==> config.mk <==
export PLATFORM = sky130hd
export DESIGN_NAME = l1_tlb
export DESIGN_NICKNAME = d
export VERILOG_FILES = /design/src/rtl/l1_tlb.sv
export SDC_FILE = /design/constraint.sdc
export NUM_CORES = 1
export LEC_CHECK = 0
export ABC_AREA = 1
export BUFFER_PORTS_ARGS = -buffer_cell sky130_fd_sc_hd__buf_2
export CAP_MARGIN = 20
export CELL_PAD_IN_SITES_DETAIL_PLACEMENT = 1
export CELL_PAD_IN_SITES_GLOBAL_PLACEMENT = 2
export CORE_MARGIN = 3
export CORE_UTILIZATION = 35
export DETAILED_ROUTE_END_ITERATION = 7
export PLACE_DENSITY_LB_ADDON = 0.1
export SYNTH_ARGS = -nofsm -noshare
export SYNTH_HDL_FRONTEND = slang
export SYNTH_SLANG_ARGS = --single-unit
==> constraint.sdc <==
create_clock -name clk -period 5.8 [get_ports clk]
set_input_delay 0.29 -clock clk [delete_from_list [all_inputs] [get_ports clk]]
set_output_delay 0.29 -clock clk [all_outputs]
set_load 0.05 [all_outputs]
==> src/rtl/l1_tlb.sv <==
// l1_tlb: small fully-associative first-level TLB in front of the shared l2_tlb.
// A miss sends one query to l2_tlb, installs the returned entry into the
// round-robin victim slot, and then replays the lookup on the latched address.
module l1_tlb #(
  parameter int ENTRIES = 4
) (
  input  logic        clk,
  input  logic        resetn,
  input  logic        req_valid,
  input  logic [31:0] req_vaddr,
  input  logic        req_store,
  output logic        req_ready,
  output logic        resp_valid,
  output logic [31:0] resp_paddr,
  output logic [2:0]  resp_cattr,
  output logic [1:0]  resp_exc,
  input  logic [7:0]  cp0_asid,
  input  logic [2:0]  cp0_k0,
  input  logic        tlbw_flush,
  output logic        l2_qry_en,
  output logic [31:0] l2_qry_vaddr,
  input  logic [78:0] l2_qry_tlb,
  input  logic        l2_qry_isexist,
  input  logic        l2_qry_done
);
  localparam int IW = (ENTRIES > 1) ? $clog2(ENTRIES) : 1;

  typedef enum logic [1:0] {IDLE, QUERY, WAIT, REPLAY} state_t;

  state_t                   state_q, state_d;
  logic [ENTRIES-1:0][78:0] slot_q;
  logic [ENTRIES-1:0]       sv_q;
  logic [IW-1:0]            victim_q;
  logic                     stale_q, stale_d;
  logic [31:0]              vaddr_q, vaddr_d;
  logic                     store_q, store_d;
  logic                     resp_valid_q, resp_valid_d;
  logic [31:0]              resp_paddr_q, resp_paddr_d;
  logic [2:0]               resp_cattr_q, resp_cattr_d;
  logic [1:0]               resp_exc_q, resp_exc_d;
  logic                     install;

  // Lookup runs on the live request in IDLE and on the latched address otherwise.
  logic [31:0]        lk_va;
  logic               lk_st;
  logic [ENTRIES-1:0] match;
  logic               hit_raw, lk_hit, lk_unm;
  logic [IW-1:0]      hidx;
  logic [78:0]        sel;
  logic [19:0]        lk_pfn;
  logic [2:0]         lk_c;
  logic               lk_v, lk_d;
  logic [31:0]        lk_paddr;
  logic [2:0]         lk_cattr;
  logic [1:0]         lk_exc;

  assign lk_va  = (state_q == IDLE) ? req_vaddr : vaddr_q;
  assign lk_st  = (state_q == IDLE) ? req_store : store_q;
  assign lk_unm = (lk_va[31:30] == 2'b10);

  for (genvar i = 0; i < ENTRIES; i++) begin : g_match
    assign match[i] = sv_q[i] && (slot_q[i][78:60] == lk_va[31:13]) &&
                      ((slot_q[i][0] && slot_q[i][26]) || (slot_q[i][59:52] == cp0_asid));
  end

  // Priority select: lowest matching index wins.
  always_comb begin
    hit_raw = 1'b0;
    hidx    = '0;
    for (int i = ENTRIES-1; i >= 0; i--) begin
      if (match[i]) begin
        hit_raw = 1'b1;
        hidx    = IW'(i);
      end
    end
  end

  // A flush in the same cycle empties the TLB, so it masks any hit.
  assign lk_hit = hit_raw && !tlbw_flush;
  assign sel    = slot_q[hidx];
  assign lk_pfn = lk_va[12] ? sel[51:32] : sel[25:6];
  assign lk_c   = lk_va[12] ? sel[31:29] : sel[5:3];
  assign lk_v   = lk_va[12] ? sel[27]    : sel[1];
  assign lk_d   = lk_va[12] ? sel[28]    : sel[2];

  // Translation result: unmapped segments bypass, otherwise the selected half.
  always_comb begin
    if (lk_unm) begin
      lk_paddr = {3'b000, lk_va[28:0]};
      lk_cattr = lk_va[29] ? 3'd2 : cp0_k0;
      lk_exc   = 2'd0;
    end else begin
      lk_paddr = {lk_pfn, lk_va[11:0]};
      lk_cattr = lk_c;
      if (!lk_v)              lk_exc = 2'd2;
      else if (lk_st && !lk_d) lk_exc = 2'd3;
      else                     lk_exc = 2'd0;
    end
  end

  // Miss-handling FSM: next state, response fields, install strobe.
  always_comb begin
    state_d      = state_q;
    vaddr_d      = vaddr_q;
    store_d      = store_q;
    stale_d      = stale_q;
    install      = 1'b0;
    resp_valid_d = 1'b0;
    resp_paddr_d = resp_paddr_q;
    resp_cattr_d = resp_cattr_q;
    resp_exc_d   = resp_exc_q;
    case (state_q)
      IDLE: if (req_valid) begin
        vaddr_d = req_vaddr;
        store_d = req_store;
        if (lk_unm || lk_hit) begin
          resp_valid_d = 1'b1;
          resp_paddr_d = lk_paddr;
          resp_cattr_d = lk_cattr;
          resp_exc_d   = lk_exc;
        end else begin
          state_d = QUERY;
        end
      end
      QUERY: begin
        stale_d = tlbw_flush;
        state_d = WAIT;
      end
      WAIT: begin
        if (tlbw_flush) stale_d = 1'b1;
        if (l2_qry_done) begin
          if (stale_q || tlbw_flush) begin
            state_d = QUERY;
          end else if (l2_qry_isexist) begin
            install = 1'b1;
            state_d = REPLAY;
          end else begin
            resp_valid_d = 1'b1;
            resp_paddr_d = '0;
            resp_cattr_d = '0;
            resp_exc_d   = 2'd1;
            state_d      = IDLE;
          end
        end
      end
      REPLAY: begin
        resp_valid_d = 1'b1;
        if (lk_hit) begin
          resp_paddr_d = lk_paddr;
          resp_cattr_d = lk_cattr;
          resp_exc_d   = lk_exc;
        end else begin
          resp_paddr_d = '0;
          resp_cattr_d = '0;
          resp_exc_d   = 2'd1;
        end
        state_d = IDLE;
      end
      default: state_d = IDLE;
    endcase
  end

  // Control and response registers.
  always_ff @(posedge clk) begin
    if (!resetn) begin
      state_q      <= IDLE;
      vaddr_q      <= '0;
      store_q      <= 1'b0;
      stale_q      <= 1'b0;
      resp_valid_q <= 1'b0;
      resp_paddr_q <= '0;
      resp_cattr_q <= '0;
      resp_exc_q   <= '0;
    end else begin
      state_q      <= state_d;
      vaddr_q      <= vaddr_d;
      store_q      <= store_d;
      stale_q      <= stale_d;
      resp_valid_q <= resp_valid_d;
      resp_paddr_q <= resp_paddr_d;
      resp_cattr_q <= resp_cattr_d;
      resp_exc_q   <= resp_exc_d;
    end
  end

  // Entry storage: round-robin install, flush clears every valid bit.
  always_ff @(posedge clk) begin
    if (!resetn) begin
      slot_q   <= '0;
      sv_q     <= '0;
      victim_q <= '0;
    end else begin
      if (install) begin
        slot_q[victim_q] <= l2_qry_tlb;
        sv_q[victim_q]   <= 1'b1;
        victim_q         <= (victim_q == IW'(ENTRIES-1)) ? '0 : victim_q + 1'b1;
      end
      if (tlbw_flush) sv_q <= '0;
    end
  end

  assign req_ready    = (state_q == IDLE);
  assign l2_qry_en    = (state_q == QUERY);
  assign l2_qry_vaddr = vaddr_q;
  assign resp_valid   = resp_valid_q;
  assign resp_paddr   = resp_paddr_q;
  assign resp_cattr   = resp_cattr_q;
  assign resp_exc     = resp_exc_q;
endmodule

==> results.txt <==
- Final instance area: 22400 um2
- Global routing usage summed across all routing layers: 0.267
- The worst setup path is launched from a register.
- Cell depth of the worst hold path: 3
- Adding up every negative setup slack in the final design gives 0 ns.
- Share of the synthesized area in the top cell type: 0.422
* Worst-case clock skew: around 0.022 ns
- Die area: 56500 um2
- Number of global-route vias before repair: between 15000 and 20000
* Number of endpoints with negative hold slack in the final report: 0
- Number of detailed-routing iterations run before antenna repair: 5
- Maximum number of pins on one net before global-route repair: between 100 and 150
- Unique cell type count in the Yosys netlist: 39
- Worst setup margin: roughly 1.1 ns
* Total congestion overflow after global routing: 0
- Mapped Cells: between 2000 and 3000
* CTS Buffer Depth: 3
- Synthesis inferred between 300 and 400 register bits.
* Synth warn: 0
* Final-stage net count: 3177
* Total via count after detailed routing: between 15000 and 20000
- IR drop worst, VDD: approximately 210 uV
- Reported max-cap violation count: 0
* Reported leakage power: approximately 9.4 nW
- The initial antenna violation count is 1.
- The flow ran to the end, and the final reports show no timing, DRC or antenna violations.
- End of the worst hold path: slot_q[259]
* Area of placed instances: around 20000 um2
* Area of the mapped netlist: ~19000 um2
- For this block, the initial DRC count from the detailed router was between 1000 and 1500.
- Setup slack on the worst reg-to-reg path comes out at between 1 and 1.5 ns.
* Placed wire-length estimate: 52.5 mm
- Share of the cycle needed by the critical path after routing: 0.815
- Setup repair after global routing left no endpoint under its margin.
* Measured slew at the worst slew-check pin: approximately 1.1 ns
- Biggest area consumer among synthesized cells: dfxtp_1
* PwrDens: 412 nW/um2
* Sequential cell area fraction in the yosys report: 0.422
* CTS tree: built
- In this run the worst path has a maximum fanout of 55.
- Clock tree synthesis found a total of slightly below 400 sinks.
* Clock edge transition at the registers on the reported setup and hold paths: ~0.060 ns
- Average footprint of a synthesized cell: between 6 and 7 um2
- approximately 200 I/O pins were placed.
- Data required time of the critical path: 6.26 ns
* Register-to-Register Path Depth: 17
- STA classifies the critical path endpoint as a register.
* Path type of the worst min-delay path: in2reg
* Syn Nets: between 3000 and 4000
- The tightest hold path in the finished design has a slack of between 0.02 and 0.03 ns.
- STA puts the critical path data arrival time at 5.18 ns.
- Final slew viol count: 0
- The routed design has approximately 76 mm of wire.
- Global placer's final weighted congestion: 0.916
- In this run, post-CTS repair resized a total of 0 instances.
- Clock network latency to the later pin of the worst-skew pair: between 0.5 and 0.6 ns
- Reg-to-reg endpoint: resp_cattr[2]
- Total clock buffers created by CTS: 48
- In the routed layout, each cell is associated on average with a via count of around 5.
- After floorplanning, the core was divided into 84 placement rows.
- Clk root buf: clkbuf_16
- The worst path needs 4.73 ns of the cycle, external delays included.
- The die is 238 um tall.
- Drt wl/cell: between 20 and 25 um
- The H-tree was split into 2 levels.
- After clock tree synthesis, the flow added hold-fix buffers numbering between 60 and 70.
- In the post-synthesis netlist, the biggest area contributors are dfxtp_1 (42%), nand2_1 (12%), nor2_1 (12%).
- Measured along the x axis, the die boundary spans 238 um.
- Peak clock frequency supported by timing: 212 MHz
* Beginning of the worst hold path: l2_qry_tlb[22]
- Final setup violating endpoints: 0
- Post-CTS setup buffers: 0
- After detailed routing, the number of remaining DRC violations is 0.
- Placement Setup Slack: between 1 and 1.5 ns
- The worst register-to-register path begins at state_q[0].
- Remaining max-slew budget at the tightest pin: 0.248
- Residual antenna-violating net count after detailed routing: 0
* P&R area growth vs syn: 19.0%
- Crit Path Class: reg2reg
- The initial utilization of the core area, before any placement, comes to 0.355.
- The region available for standard cell placement spans ~53000 um2.
- Number of buffers inserted by port buffering: 200
* Global-route wire length before repair: ~120 mm
- Overall power consumption after layout is estimated at roughly 0.0092 W.
- 0 antenna diodes ended up in the layout.
- Share of layout cells above drive strength 1: 0.111
how the worst max path moves through the flow:
stage / startpoint / to / slack [ns] / cells after the start
CTS: state_q[0] / resp_cattr[2] / 1.03 / 17
floorplan: l2_qry_vaddr[17] / resp_cattr[2] / 3.20 / 18
finish: state_q[0] / resp_cattr[2] / 1.07 / 17
global placement: state_q[0] / resp_cattr[0] / 1.17 / 16
detailed placement: state_q[0] / resp_cattr[0] / 1.12 / 16
global route: state_q[0] / resp_paddr[15] / 0.75 / 21
worst max-delay path: stages, from the launching register on:
cell	delay (ns)
dfxtp_1	0.37
nor2_4	0.71
nand2_1	0.30
nand2_2	0.28
xor2_1	0.43
nand3_1	0.17
nor2_1	0.22
nand3b_4	0.20
nand2_4	0.54
inv_2	0.53
nand2_1	0.17
nand3_1	0.08
nand2_1	0.10
nand2_1	0.13
nand2_1	0.11
nor2_1	0.05
nor2_1	0.11
nor2_1	0.05
layout by cell type (no fill, tap or decap), types with 4 or more instances in the layout:
| cell | count |
|---|---|
| nand2_1 | 606 |
| nor2_1 | 599 |
| dfxtp_1 | 396 |
| o21ai_0 | 360 |
| inv_1 | 213 |
| buf_2 | 199 |
| a21oi_1 | 183 |
| nand3_1 | 160 |
| dlygate4sd3_1 | 67 |
| clkbuf_16 | 49 |
| o21ai_1 | 31 |
| buf_4 | 24 |
| o211ai_1 | 20 |
| nand4_1 | 19 |
| a211oi_1 | 17 |
| xnor2_1 | 17 |
| nand2_2 | 14 |
| clkbuf_1 | 13 |
| xor2_1 | 10 |
| inv_2 | 9 |
| clkinv_2 | 9 |
| clkbuf_8 | 9 |
| nand2_4 | 6 |
| nor3_1 | 4 |
| ha_1 | 4 |
sequential cells by signal (all words and copies together) (netlist names):
| signal | flops |
|---|---|
| l2_qry_vaddr | 32 |
| state_q | 2 |
| resp_exc | 2 |
| resp_valid | 1 |
| store_q | 1 |
| stale_q | 1 |
| sv_q | 4 |
| resp_cattr | 3 |
| slot_q | 316 |
| resp_paddr | 32 |
| victim_q | 2 |
power by group:
| part | leakage [nW] | internal (W) | switching, W |
|---|---|---|---|
| combinational | 5.47 | 0.000789 | 0.00247 |
| clock | 0.742 | 0.00173 | 0.00122 |
| sequential | 3.20 | 0.00287 | 0.000126 |
| total | 9.41 | 0.00540 | 0.00382 |
per-layer routing:
metal | share of wire | global-route usage
met1 | 0.47 | 0.365
met4 | 0.028 | 0.0811
met2 | 0.45 | 0.437
met3 | 0.049 | 0.0378
met5 | 0 | 0
cell families after synthesis:
| logic type | Yosys count | share of synthesized area |
|---|---|---|
| AO/OA/AOI/OAI | 617 | 0.170 |
| XOR/XNOR | 29 | 0.0143 |
| AND/OR/NAND/NOR | 1429 | 0.306 |
| buffers and inverters | 394 | 0.0851 |
| adder cells (fa/ha/maj) | 4 | 0.00266 |
| flip-flops | 396 | 0.422 |
per-stage QoR:
step                instances  utilization
CTS                      3762        0.422
floorplan                2869            -
finish                   3764        0.423
detailed placement       3613        0.381
global route             3764        0.423
global placement         3613        0.381
synthesized netlist by cell type (all sizes together):
master  number
and3         2
o22ai        1
nand2      626
o21ai      393
xor2        12
dfxtp      396
nand3b       4
nand3      162
nor2       604
nor3         4
a211oi      17
o211ai      20
ha           4
a21oi      183
inv        223
clkbuf     121
a21o         1
o21bai       1
xnor2       17
nand4       19
and2         3
or2          5
clkinv       3
buf         47
o21a         1
final cells by class:
type	count	area (um2)
fill	6857	30500
multi-input combinational	2079	9300
sequential	396	7930
timing repair buffer	293	1910
clock buffer	70	1390
tap	688	861
inverter	226	852
clock inverter	12	124
Power figures use the tool's default switching activity.
